[src/rtl/stopwatch_pkg.sv]
// Shared types, constants and helpers for the stopwatch time-keeping core.
// Default dividers assume a 100 MHz master clock.
package stopwatch_pkg;

  localparam int CNT_W = 6;
  localparam logic [CNT_W-1:0] MAX_COUNT = 6'd59;

  localparam int DEF_SEC_DIV    = 100_000_000;
  localparam int DEF_ADJ_DIV    = 50_000_000;
  localparam int DEF_BLINK_HALF = 25_000_000;
  localparam int DEF_SCAN_HALF  = 100_000;
  localparam int DEF_DB_CYCLES  = 1_000_000;

  typedef enum logic {
    RUN    = 1'b0,
    PAUSED = 1'b1
  } run_state_t;

  // Register width able to hold 0..n-1 (at least one bit).
  function automatic int width_for(input int n);
    return (n > 1) ? $clog2(n) : 1;
  endfunction

  // Modulo-60 increment; anything at or above the limit lands on 0.
  function automatic logic [CNT_W-1:0] wrap_inc(input logic [CNT_W-1:0] v);
    return (v >= MAX_COUNT) ? '0 : v + CNT_W'(1);
  endfunction

  // Out-of-range values are forced back to 0 whenever a field is rewritten.
  function automatic logic [CNT_W-1:0] sanitize(input logic [CNT_W-1:0] v);
    return (v > MAX_COUNT) ? '0 : v;
  endfunction

endpackage

[src/rtl/btn_debounce.sv]
// Push-button conditioner: 2-flop synchronizer, stability counter and a
// one-cycle pulse on each accepted press.
module btn_debounce
  import stopwatch_pkg::*;
#(
  parameter int DB_CYCLES = DEF_DB_CYCLES
) (
  input  logic clk,
  input  logic rst_n,
  input  logic raw,
  output logic level,
  output logic pulse
);

  localparam int CW = width_for(DB_CYCLES);
  localparam logic [CW-1:0] CNT_LAST = CW'(DB_CYCLES - 1);

  logic [1:0]    sync;
  logic [CW-1:0] cnt;
  logic          synced;

  assign synced = sync[1];

  // The count only advances while the synchronized input disagrees with the
  // accepted level; any agreement restarts it from zero.
  always_ff @(posedge clk or negedge rst_n) begin
    if (!rst_n) begin
      sync  <= '0;
      cnt   <= '0;
      level <= 1'b0;
      pulse <= 1'b0;
    end else begin
      sync  <= {sync[0], raw};
      pulse <= 1'b0;
      if (synced == level) begin
        cnt <= '0;
      end else if (cnt == CNT_LAST) begin
        cnt   <= '0;
        level <= synced;
        pulse <= synced;
      end else begin
        cnt <= cnt + CW'(1);
      end
    end
  end

endmodule

[src/rtl/stopwatch_counter.sv]
// Stopwatch time-keeping core: mm:ss counters, run/pause, clear, adjust mode,
// plus the blink and display-scan square waves.
module stopwatch_counter
  import stopwatch_pkg::*;
#(
  parameter int SEC_DIV    = DEF_SEC_DIV,
  parameter int ADJ_DIV    = DEF_ADJ_DIV,
  parameter int BLINK_HALF = DEF_BLINK_HALF,
  parameter int SCAN_HALF  = DEF_SCAN_HALF,
  parameter int DB_CYCLES  = DEF_DB_CYCLES
) (
  input  logic             clk,
  input  logic             rst_n,
  input  logic             sel,
  input  logic             adj,
  input  logic             pause_btn,
  input  logic             clr_btn,
  output logic [CNT_W-1:0] mincounter,
  output logic [CNT_W-1:0] seccounter,
  output logic             blinkclk,
  output logic             fastclk
);

  localparam int SEC_W   = width_for(SEC_DIV);
  localparam int ADJ_W   = width_for(ADJ_DIV);
  localparam int BLINK_W = width_for(BLINK_HALF);
  localparam int SCAN_W  = width_for(SCAN_HALF);

  // ---------------- switch synchronizers ----------------
  logic [1:0] sel_sync;
  logic [1:0] adj_sync;
  logic       sel_s;
  logic       adj_s;

  always_ff @(posedge clk or negedge rst_n) begin
    if (!rst_n) begin
      sel_sync <= '0;
      adj_sync <= '0;
    end else begin
      sel_sync <= {sel_sync[0], sel};
      adj_sync <= {adj_sync[0], adj};
    end
  end

  assign sel_s = sel_sync[1];
  assign adj_s = adj_sync[1];

  // ---------------- buttons: bit 0 = pause, bit 1 = clear ----------------
  logic [1:0] btn_raw;
  logic [1:0] btn_pulse;
  logic       pause_p;
  logic       clr_p;

  assign btn_raw = {clr_btn, pause_btn};

  for (genvar gi = 0; gi < 2; gi++) begin : g_btn
    btn_debounce #(
      .DB_CYCLES(DB_CYCLES)
    ) u_debounce (
      .clk  (clk),
      .rst_n(rst_n),
      .raw  (btn_raw[gi]),
      .level(),
      .pulse(btn_pulse[gi])
    );
  end

  assign pause_p = btn_pulse[0];
  assign clr_p   = btn_pulse[1];

  // ---------------- free-running prescalers ----------------
  logic [SEC_W-1:0]   sec_cnt;
  logic [ADJ_W-1:0]   adj_cnt;
  logic [BLINK_W-1:0] blink_cnt;
  logic [SCAN_W-1:0]  scan_cnt;
  logic               sec_tick;
  logic               adj_tick;
  logic               blink_wrap;
  logic               scan_wrap;

  assign sec_tick   = (sec_cnt == SEC_W'(SEC_DIV - 1));
  assign adj_tick   = (adj_cnt == ADJ_W'(ADJ_DIV - 1));
  assign blink_wrap = (blink_cnt == BLINK_W'(BLINK_HALF - 1));
  assign scan_wrap  = (scan_cnt == SCAN_W'(SCAN_HALF - 1));

  always_ff @(posedge clk or negedge rst_n) begin
    if (!rst_n) begin
      sec_cnt   <= '0;
      adj_cnt   <= '0;
      blink_cnt <= '0;
      scan_cnt  <= '0;
      blinkclk  <= 1'b0;
      fastclk   <= 1'b0;
    end else begin
      sec_cnt   <= sec_tick   ? '0 : sec_cnt + SEC_W'(1);
      adj_cnt   <= adj_tick   ? '0 : adj_cnt + ADJ_W'(1);
      blink_cnt <= blink_wrap ? '0 : blink_cnt + BLINK_W'(1);
      scan_cnt  <= scan_wrap  ? '0 : scan_cnt + SCAN_W'(1);
      blinkclk  <= blinkclk ^ blink_wrap;
      fastclk   <= fastclk ^ scan_wrap;
    end
  end

  // ---------------- run/pause FSM ----------------
  run_state_t state;
  run_state_t state_next;

  always_ff @(posedge clk or negedge rst_n) begin
    if (!rst_n) begin
      state <= RUN;
    end else begin
      state <= state_next;
    end
  end

  always_comb begin
    state_next = state;
    if (pause_p) begin
      state_next = (state == RUN) ? PAUSED : RUN;
    end
  end

  // ---------------- minute/second counters ----------------
  // Uses the pre-toggle state, so a tick coinciding with pause_p still lands.
  logic [CNT_W-1:0] min_next;
  logic [CNT_W-1:0] sec_next;

  always_comb begin
    min_next = mincounter;
    sec_next = seccounter;
    if (clr_p) begin
      min_next = '0;
      sec_next = '0;
    end else if (state == PAUSED) begin
      min_next = mincounter;
      sec_next = seccounter;
    end else if (!adj_s && sec_tick) begin
      if (seccounter >= MAX_COUNT) begin
        sec_next = '0;
        min_next = wrap_inc(mincounter);
      end else begin
        sec_next = seccounter + CNT_W'(1);
        min_next = sanitize(mincounter);
      end
    end else if (adj_s && adj_tick) begin
      // Adjust mode bumps one field only; no carry between fields.
      if (sel_s) begin
        sec_next = wrap_inc(seccounter);
        min_next = sanitize(mincounter);
      end else begin
        min_next = wrap_inc(mincounter);
        sec_next = sanitize(seccounter);
      end
    end
  end

  always_ff @(posedge clk or negedge rst_n) begin
    if (!rst_n) begin
      mincounter <= '0;
      seccounter <= '0;
    end else begin
      mincounter <= min_next;
      seccounter <= sec_next;
    end
  end

endmodule

[config.mk]
export PLATFORM = sky130hd
export DESIGN_NAME = stopwatch_counter
export DESIGN_NICKNAME = d
export VERILOG_FILES = /design/src/rtl/stopwatch_pkg.sv /design/src/rtl/btn_debounce.sv /design/src/rtl/stopwatch_counter.sv
export SDC_FILE = /design/constraint.sdc
export NUM_CORES = 1
export LEC_CHECK = 0
export BUFFER_PORTS_ARGS = -buffer_cell sky130_fd_sc_hd__buf_2
export CAP_MARGIN = 5
export CORE_ASPECT_RATIO = 0.7
export CORE_MARGIN = 5
export CORE_UTILIZATION = 52
export DETAILED_ROUTE_END_ITERATION = 10
export GPL_ROUTABILITY_DRIVEN = 0
export GPL_TIMING_DRIVEN = 0
export PLACE_DENSITY = 0.71
export SLEW_MARGIN = 20
export SYNTH_ARGS = -nofsm -noshare
export SYNTH_HDL_FRONTEND = slang
export SYNTH_SLANG_ARGS = --single-unit
[constraint.sdc]
create_clock -name clk -period 1.85 [get_ports clk]
set_input_delay 0.185 -clock clk [delete_from_list [all_inputs] [get_ports clk]]
set_output_delay 0.185 -clock clk [all_outputs]
set_load 0.05 [all_outputs]
==> results.rst, run 1 <==
.. list-table::
   :header-rows: 1

   * - Metric
     - Value
   * - Drt wl/cell
     - ~16 um
   * - Worst-case hold slack
     - around 0.32 ns
   * - Die area
     - between 15000 and 20000 um^2
   * - Share of final-layout standard cells stronger than drive strength 1
     - 0.2406
   * - Aggregate global routing overflow
     - 0
   * - Least-Margin Pin Slew
     - 0.5693 ns
   * - Power density over the cells
     - 750.2 nW/um^2
   * - Path category of the worst min-delay check
     - in2async
   * - Master cell of the clock root buffer
     - sky130_fd_sc_hd__clkbuf_16
   * - Total CTS buffers
     - 17
   * - Count of antenna diodes in the layout
     - 0
   * - Width of the die
     - 155.5 um
   * - Total global-route track usage
     - 0.1968
   * - CTS tree
     - done
   * - Worst setup timing slack at the placement stage
     - -0.4323 ns
   * - Clock input transition at the sequential cells of the worst setup and hold paths
     - about 0.070 ns
   * - Number of port buffers
     - 19
   * - Sequential fraction of the synthesis area
     - 0.5262
   * - Post-Route Skew
     - approximately 0.0077 ns
   * - Setup repair after global routing missed its margin
     - true
   * - Nature of the critical path startpoint
     - register
   * - Initial cell density of the core
     - 0.5266
   * - Maximum vdd drop
     - around 0.83 mV
   * - Share of flip-flops with an asynchronous set or reset after synthesis
     - 1.000
   * - Fmax
     - a little under 500 MHz
   * - Placed cell area
     - 8135 um^2
   * - Vias
     - around 6000
   * - Post-route standard cell area excluding fillers
     - roughly 9500 um^2
   * - Setup_tns
     - -1.636 ns
   * - Nets
     - between 800 and 900
   * - Clk sink count
     - approximately 160
   * - Number of max-slew violations in the final report
     - 0
   * - Final Hold Fails
     - 0
   * - Period utilisation layout
     - 1.116
   * - Post-synthesis instance area
     - 7704 um^2
   * - Average vias per placed instance
     - 5.632
   * - Detailed placer's ending HPWL
     - around 10000 um
   * - Run status
     - finished, violations left
   * - Number of top-level pins
     - 20
   * - Sort of element at the end of the critical path
     - register
   * - Number of remaining DRC errors
     - 0
   * - Failing checks
     - setup timing
   * - Flip-flop and latch count after synthesis
     - ~160
   * - Leak Pwr
     - 4.279 nW
   * - Via count of the first global-routing pass
     - roughly 5900
   * - Largest net degree at the start of global routing
     - between 80 and 90
   * - Required time reported for the critical path endpoint
     - 2.21 ns
   * - Time the worst path needs with I/O delays and setup
     - 2.064 ns
   * - EDFF count, synth
     - 0
   * - Number of warning messages in the yosys log
     - 0
   * - Most used DFF post-synth
     - sky130_fd_sc_hd__dfrtp_1
   * - Number of standard-cell rows in the floorplan
     - 37
   * - Number of violations of the max-capacitance limit
     - 0
   * - CP Class
     - reg2reg
   * - Post-layout worst setup margin
     - -0.2140 ns
   * - Area share of the largest cell type after synthesis
     - 0.5262
   * - Total number of H-tree levels
     - 4
   * - Worst Path Arrival
     - about 2.4 ns
   * - Count of mapped cells out of synthesis
     - 750
   * - Die Height
     - roughly 110 um
   * - Iteration-0 DRC Markers
     - between 300 and 400
   * - Critical path fanouts, max
     - 6
   * - Number of search-and-repair iterations in the first detailed-routing pass
     - 5
   * - Area contributors post-synth
     - sky130_fd_sc_hd__dfrtp_1, sky130_fd_sc_hd__xor2_1, sky130_fd_sc_hd__xnor2_1
   * - Cell type with the highest aggregate area in the netlist
     - sky130_fd_sc_hd__dfrtp_1
   * - Number of antenna violations at the first check in global routing
     - 0
   * - Clk Latency, worst-skew pair
     - around 0.43 ns
   * - Count of endpoints failing setup in the final report
     - 12
   * - Post-synthesis net count
     - approximately 760
   * - Slack of the worst reg-to-reg path
     - -0.21 ns
   * - Total wirelength of the detailed-routed design
     - ~16000 um
   * - Max Buffers Root-to-Sink
     - 2
   * - Relative slew margins
     - 0.6205
   * - Post-synthesis to final-layout area growth
     - 23.73%
   * - First-pass GRT wire length
     - between 20000 and 30000 um
   * - Mean area per synthesized cell
     - ~10 um^2
   * - Number of distinct standard cells referenced by the synthesized netlist
     - 60
   * - Count of antenna-violating nets left after detailed routing
     - 0
   * - Area inside the core boundary
     - between 10000 and 15000 um^2
[Yosys cell counts (all sizes together) (3+ instances only)]
cell type and count:
xnor2 53, mux2 3, dfrtp 162, nor3b 4
buf 4, and2 8, and4 6, nand4 26
nor2b 4, inv 12, and3 34, or3 10
nand2 57, a21oi 15, o21ai 21, or4 3
nand3 59, nor3 28, nor4b 6, clkbuf 10
ha 8, nor2 108, xor2 64, nor4 12
[path summary, 6_finish.rpt]
check	startpoint	cells past startpoint	to
setup / recovery	adj_cnt[9]	7	seccounter[0]
hold / removal	rst_n	2	blink_cnt[12]
setup reg to reg	adj_cnt[9]	7	seccounter[0]
hold reg to reg	g_btn[1].u_debounce.sync[0]	0	g_btn[1].u_debounce.sync[1]
max in group asynchronous	rst_n	3	sec_cnt[8]
min in group clk	g_btn[1].u_debounce.sync[0]	0	g_btn[1].u_debounce.sync[1]
[cell families after synthesis]
logic type	share of synthesized area
buf+inv	0.01494
mux	0.005684
compound gates	0.04402
xor+xnor	0.1330
simple gates	0.2631
flops	0.5262
fa+ha+maj	0.01299
[layer usage]
layer	up-vias	wire, um	global-route usage
met3	21	567	0.06061
met5	-	0	0
met1	2993	7733	0.2671
met4	0	340	0.06414
met2	83	7663	0.3037
li1	2800	-	-
[registers in the layout, summed over array words and instances (netlist names), 4 cells and up]
signal	count
g_btn.u_debounce.cnt	40
blink_cnt	25
adj_cnt	26
g_btn.u_debounce.sync	4
seccounter	6
scan_cnt	17
mincounter	6
sec_cnt	27
[timing repair]
item	4_1_cts	5_1_grt
endpoints found under the hold margin	80	0
endpoints found under the setup margin	98	92
hold buffers	5	0
gates resized for setup	52	50
cloned	0	0
pin swaps	25	21
setup buffers	39	14
[cell type report]
class,instances,area [um^2]
clock inverter,15,147.6
fill,1144,5097
buffer,9,62.56
sequential,162,4073
inverter,12,45.04
clock buffer,17,425.4
timing repair buffer,75,573.1
multi-input combinational,562,3961
tap,195,244.0
[placed cells by master (no fill, tap or decap), drive strengths merged, types with 3 or more instances in the layout]
cell	count
a21oi	15
and2	8
and3	34
and4	6
buf	77
clkbuf	19
clkinv	6
dfrtp	162
dlygate4sd3	5
ha	8
inv	18
mux2	3
nand2	57
nand3	59
nand4	26
nor2	108
nor2b	4
nor3	28
nor3b	4
nor4	12
nor4b	6
o21ai	21
or3	10
or4	3
xnor2	53
xor2	64
[report_power, final]
part	switching (mW)	internal, mW	leakage [nW]
logic	0.106	0.0551	1.84
registers	0.0224	3.56	2.16
clock network	1.52	1.89	0.278
[metrics by stage]
stage	std cells	total power, mW	utilization
detailed placement	965	3.779	0.5561
CTS	1036	7.219	0.6319
floorplan	750	3.680	-
global route	1047	7.414	0.6516
global placement	964	3.765	0.5535
finish	1047	7.151	0.6516
[critical path, cell delays in order, from the launching register on]
cell	delay, ns
sky130_fd_sc_hd__dfrtp_2	0.44
sky130_fd_sc_hd__nor4b_2	0.28
sky130_fd_sc_hd__nand4_1	0.22
sky130_fd_sc_hd__nor2_4	0.20
sky130_fd_sc_hd__a41oi_2	0.15
sky130_fd_sc_hd__buf_6	0.16
sky130_fd_sc_hd__or4_4	0.43
sky130_fd_sc_hd__o21ai_2	0.12
Power figures use the tool's default switching activity.
==> inputs of run 2 (changes only) <==
CORE_UTILIZATION = 56   (was 52)
PLACE_DENSITY = 0.76   (was 0.71)
==> results.rst, run 2 (synthesis gave the netlist of run 1 again) <==
.. list-table::
   :header-rows: 1

   * - Metric
     - Value
   * - Setup_tns
     - -6.085 ns
   * - Number of remaining DRC errors
     - 0
   * - Drt wl/cell
     - around 17 um
   * - Crit path max-delay family
     - simple AND/OR/NAND/NOR gates
   * - Path depth of the worst reg2reg path
     - 9
   * - Nets
     - 860
   * - Most common cell after layout, fill and taps aside
     - sky130_fd_sc_hd__dfrtp_1
   * - Clk sink count
     - 162
   * - Relative slew margins
     - 0.6110
   * - Vias
     - between 6000 and 7000
   * - Worst Path Arrival
     - approximately 2.5 ns
   * - Endpoint of the worst-slack reg-to-reg timing path
     - mincounter[0]
   * - Number of search-and-repair iterations in the first detailed-routing pass
     - 6
   * - Reg with most FFs
     - g_btn.u_debounce.cnt
   * - Least-Margin Pin Slew
     - 0.5835 ns
   * - Maximum vdd drop
     - 0.7901 mV
   * - Total number of H-tree levels
     - 4
   * - Highest-count cells in the layout ignoring fill and taps
     - sky130_fd_sc_hd__dfrtp_1, sky130_fd_sc_hd__nor2_1, sky130_fd_sc_hd__xor2_1
   * - Number of standard-cell rows in the floorplan
     - 35
   * - Average vias per placed instance
     - 5.803
   * - Period utilisation layout
     - 1.192
   * - Number of violations of the max-capacitance limit
     - 0
   * - Post-Route Skew
     - 0.009010 ns
   * - Number of buffers and inverters on the critical path
     - 2
   * - R2R Path Start
     - adj_cnt[1]
   * - Largest stage delay on the critical path
     - ~0.42 ns
   * - Path category of the worst min-delay check
     - in2async
   * - Die Height
     - 108.1 um
   * - Post-synthesis to final-layout area growth
     - 26.57%
   * - Number of flip-flops in the largest register
     - 40
   * - Run status
     - finished, violations left
   * - Share of final-layout standard cells stronger than drive strength 1
     - 0.2654
   * - Clk Latency, worst-skew pair
     - ~0.42 ns
   * - Slack of the worst reg-to-reg path
     - -0.35 ns
   * - Required time reported for the critical path endpoint
     - 2.16 ns
   * - Crit path cell chain
     - ha_4, and4b_1, nand4_1, nor2_4, buf_4, buf_6, a32o_2, and2_4, mux2_2
   * - Sort of element at the end of the critical path
     - register
   * - Total CTS buffers
     - 17
   * - Count of antenna diodes in the layout
     - 0
   * - Area inside the core boundary
     - around 13000 um^2
   * - Setup repair after global routing missed its margin
     - true
   * - Final core utilization
     - 0.7324
   * - Largest net degree at the start of global routing
     - 84
   * - Nature of the critical path startpoint
     - register
   * - First-pass GRT wire length
     - approximately 28000 um
   * - Total global-route track usage
     - 0.2159
   * - Number of port buffers
     - 19
   * - Number of max-slew violations in the final report
     - 0
   * - Initial cell density of the core
     - 0.5787
   * - CP Class
     - reg2reg
   * - Iteration-0 DRC Markers
     - around 400
   * - Biggest regs
     - g_btn.u_debounce.cnt: 40 flops, sec_cnt: 27 flops, adj_cnt: 26 flops
   * - Failing checks
     - setup timing
   * - Count of antenna-violating nets left after detailed routing
     - 0
   * - Clock input transition at the sequential cells of the worst setup and hold paths
     - roughly 0.070 ns
   * - CTS tree
     - done
   * - Total wirelength of the detailed-routed design
     - approximately 18000 um
   * - Aggregate global routing overflow
     - 0
   * - Max Buffers Root-to-Sink
     - 2
   * - Count of endpoints failing setup in the final report
     - 42
   * - Master cell of the clock root buffer
     - sky130_fd_sc_hd__clkbuf_16
   * - Width of the die
     - around 150 um
   * - Via count of the first global-routing pass
     - 5836
   * - Die area
     - between 15000 and 20000 um^2
   * - Fmax
     - 453.5 MHz
   * - Time the worst path needs with I/O delays and setup
     - 2.205 ns
   * - Number of top-level pins
     - 20
   * - Power density over the cells
     - around 750 nW/um^2
   * - Final Power
     - 7.308 mW
   * - Post-layout worst setup margin
     - -0.3549 ns
   * - Leak Pwr
     - 4.370 nW
   * - Worst setup timing slack at the placement stage
     - -0.3986 ns
   * - Detailed placer's ending HPWL
     - 10300 um
   * - Number of antenna violations at the first check in global routing
     - 0
   * - Critical path fanouts, max
     - 4
   * - Final Hold Fails
     - 0
   * - Standard cell with the maximum stage delay on the critical path
     - sky130_fd_sc_hd__dfrtp_1
-- run 2: cell types whose count changed in the layout (fill, tap and decap cells not counted), sizes merged --
cell    previous run  this run
clkbuf            19        25
buf               77        80
inv               18        16
bufinv             1         2
clkinv             6         5
-- run 2: how the worst max path moves through the flow --
stage / to / startpoint / cells after the start
after floorplan: seccounter[0] / sec_cnt[10] / 7
after global routing: seccounter[1] / adj_cnt[16] / 7
final: mincounter[0] / adj_cnt[1] / 9
after detailed placement: g_btn[1].u_debounce.cnt[10] / g_btn[1].u_debounce.cnt[0] / 7
after CTS: seccounter[0] / sec_cnt[10] / 7
after global placement: mincounter[2] / rst_n / 1
-- run 2: final cells by class --
class	count	area, um^2
Inverter	12	45.04
Tap cell	185	231.5
Sequential cell	162	4075
Timing Repair Buffer	81	668.1
Fill cell	854	3562
Clock buffer	19	452.9
Clock inverter	13	150.1
Buffer	10	96.34
Multi-Input combinational cell	562	4031
-- run 2: where the power goes --
part,internal (mW),switching (mW)
clock,2.08,1.48
combinational,0.0578,0.109
sequential,3.56,0.0193
total,5.70,1.61
-- run 2: layer usage --
layer,GRT usage,up-vias,routed length [um]
met5,0,-,0
met4,0.05744,0,408
met3,0.04818,37,895
met2,0.3607,176,8842
met1,0.2880,3035,7616
li1,-,2810,-
-- run 2: what timing repair did --
action                                  4_1_cts  5_1_grt
setup buffers                                21       33
resized for setup                            48       85
hold buffers                                  5        0
pin swaps                                    16       27
endpoints found under the hold margin        83        0
gates cloned                                  0        2
endpoints found under the setup margin       90       94
-- run 2: per-stage QoR --
step                      hold slack, ns  instance area [um^2]  instances
final                             0.3234                  9751       1044
after CTS                         0.3444                  9134       1010
after global routing              0.3571                  9751       1044
after global placement            0.2948                  8085        954
after floorplan                  -0.1106                  7759        750
after detailed placement          0.2092                  8123        955
-- run 2: worst register-to-register path, stage by stage, from the launching register on --
cell                      delay (ns)
sky130_fd_sc_hd__dfrtp_1        0.42
sky130_fd_sc_hd__ha_4           0.20
sky130_fd_sc_hd__and4b_1        0.22
sky130_fd_sc_hd__nand4_1        0.19
sky130_fd_sc_hd__nor2_4         0.08
sky130_fd_sc_hd__buf_4          0.14
sky130_fd_sc_hd__buf_6          0.12
sky130_fd_sc_hd__a32o_2         0.29
sky130_fd_sc_hd__and2_4         0.17
sky130_fd_sc_hd__mux2_2         0.25
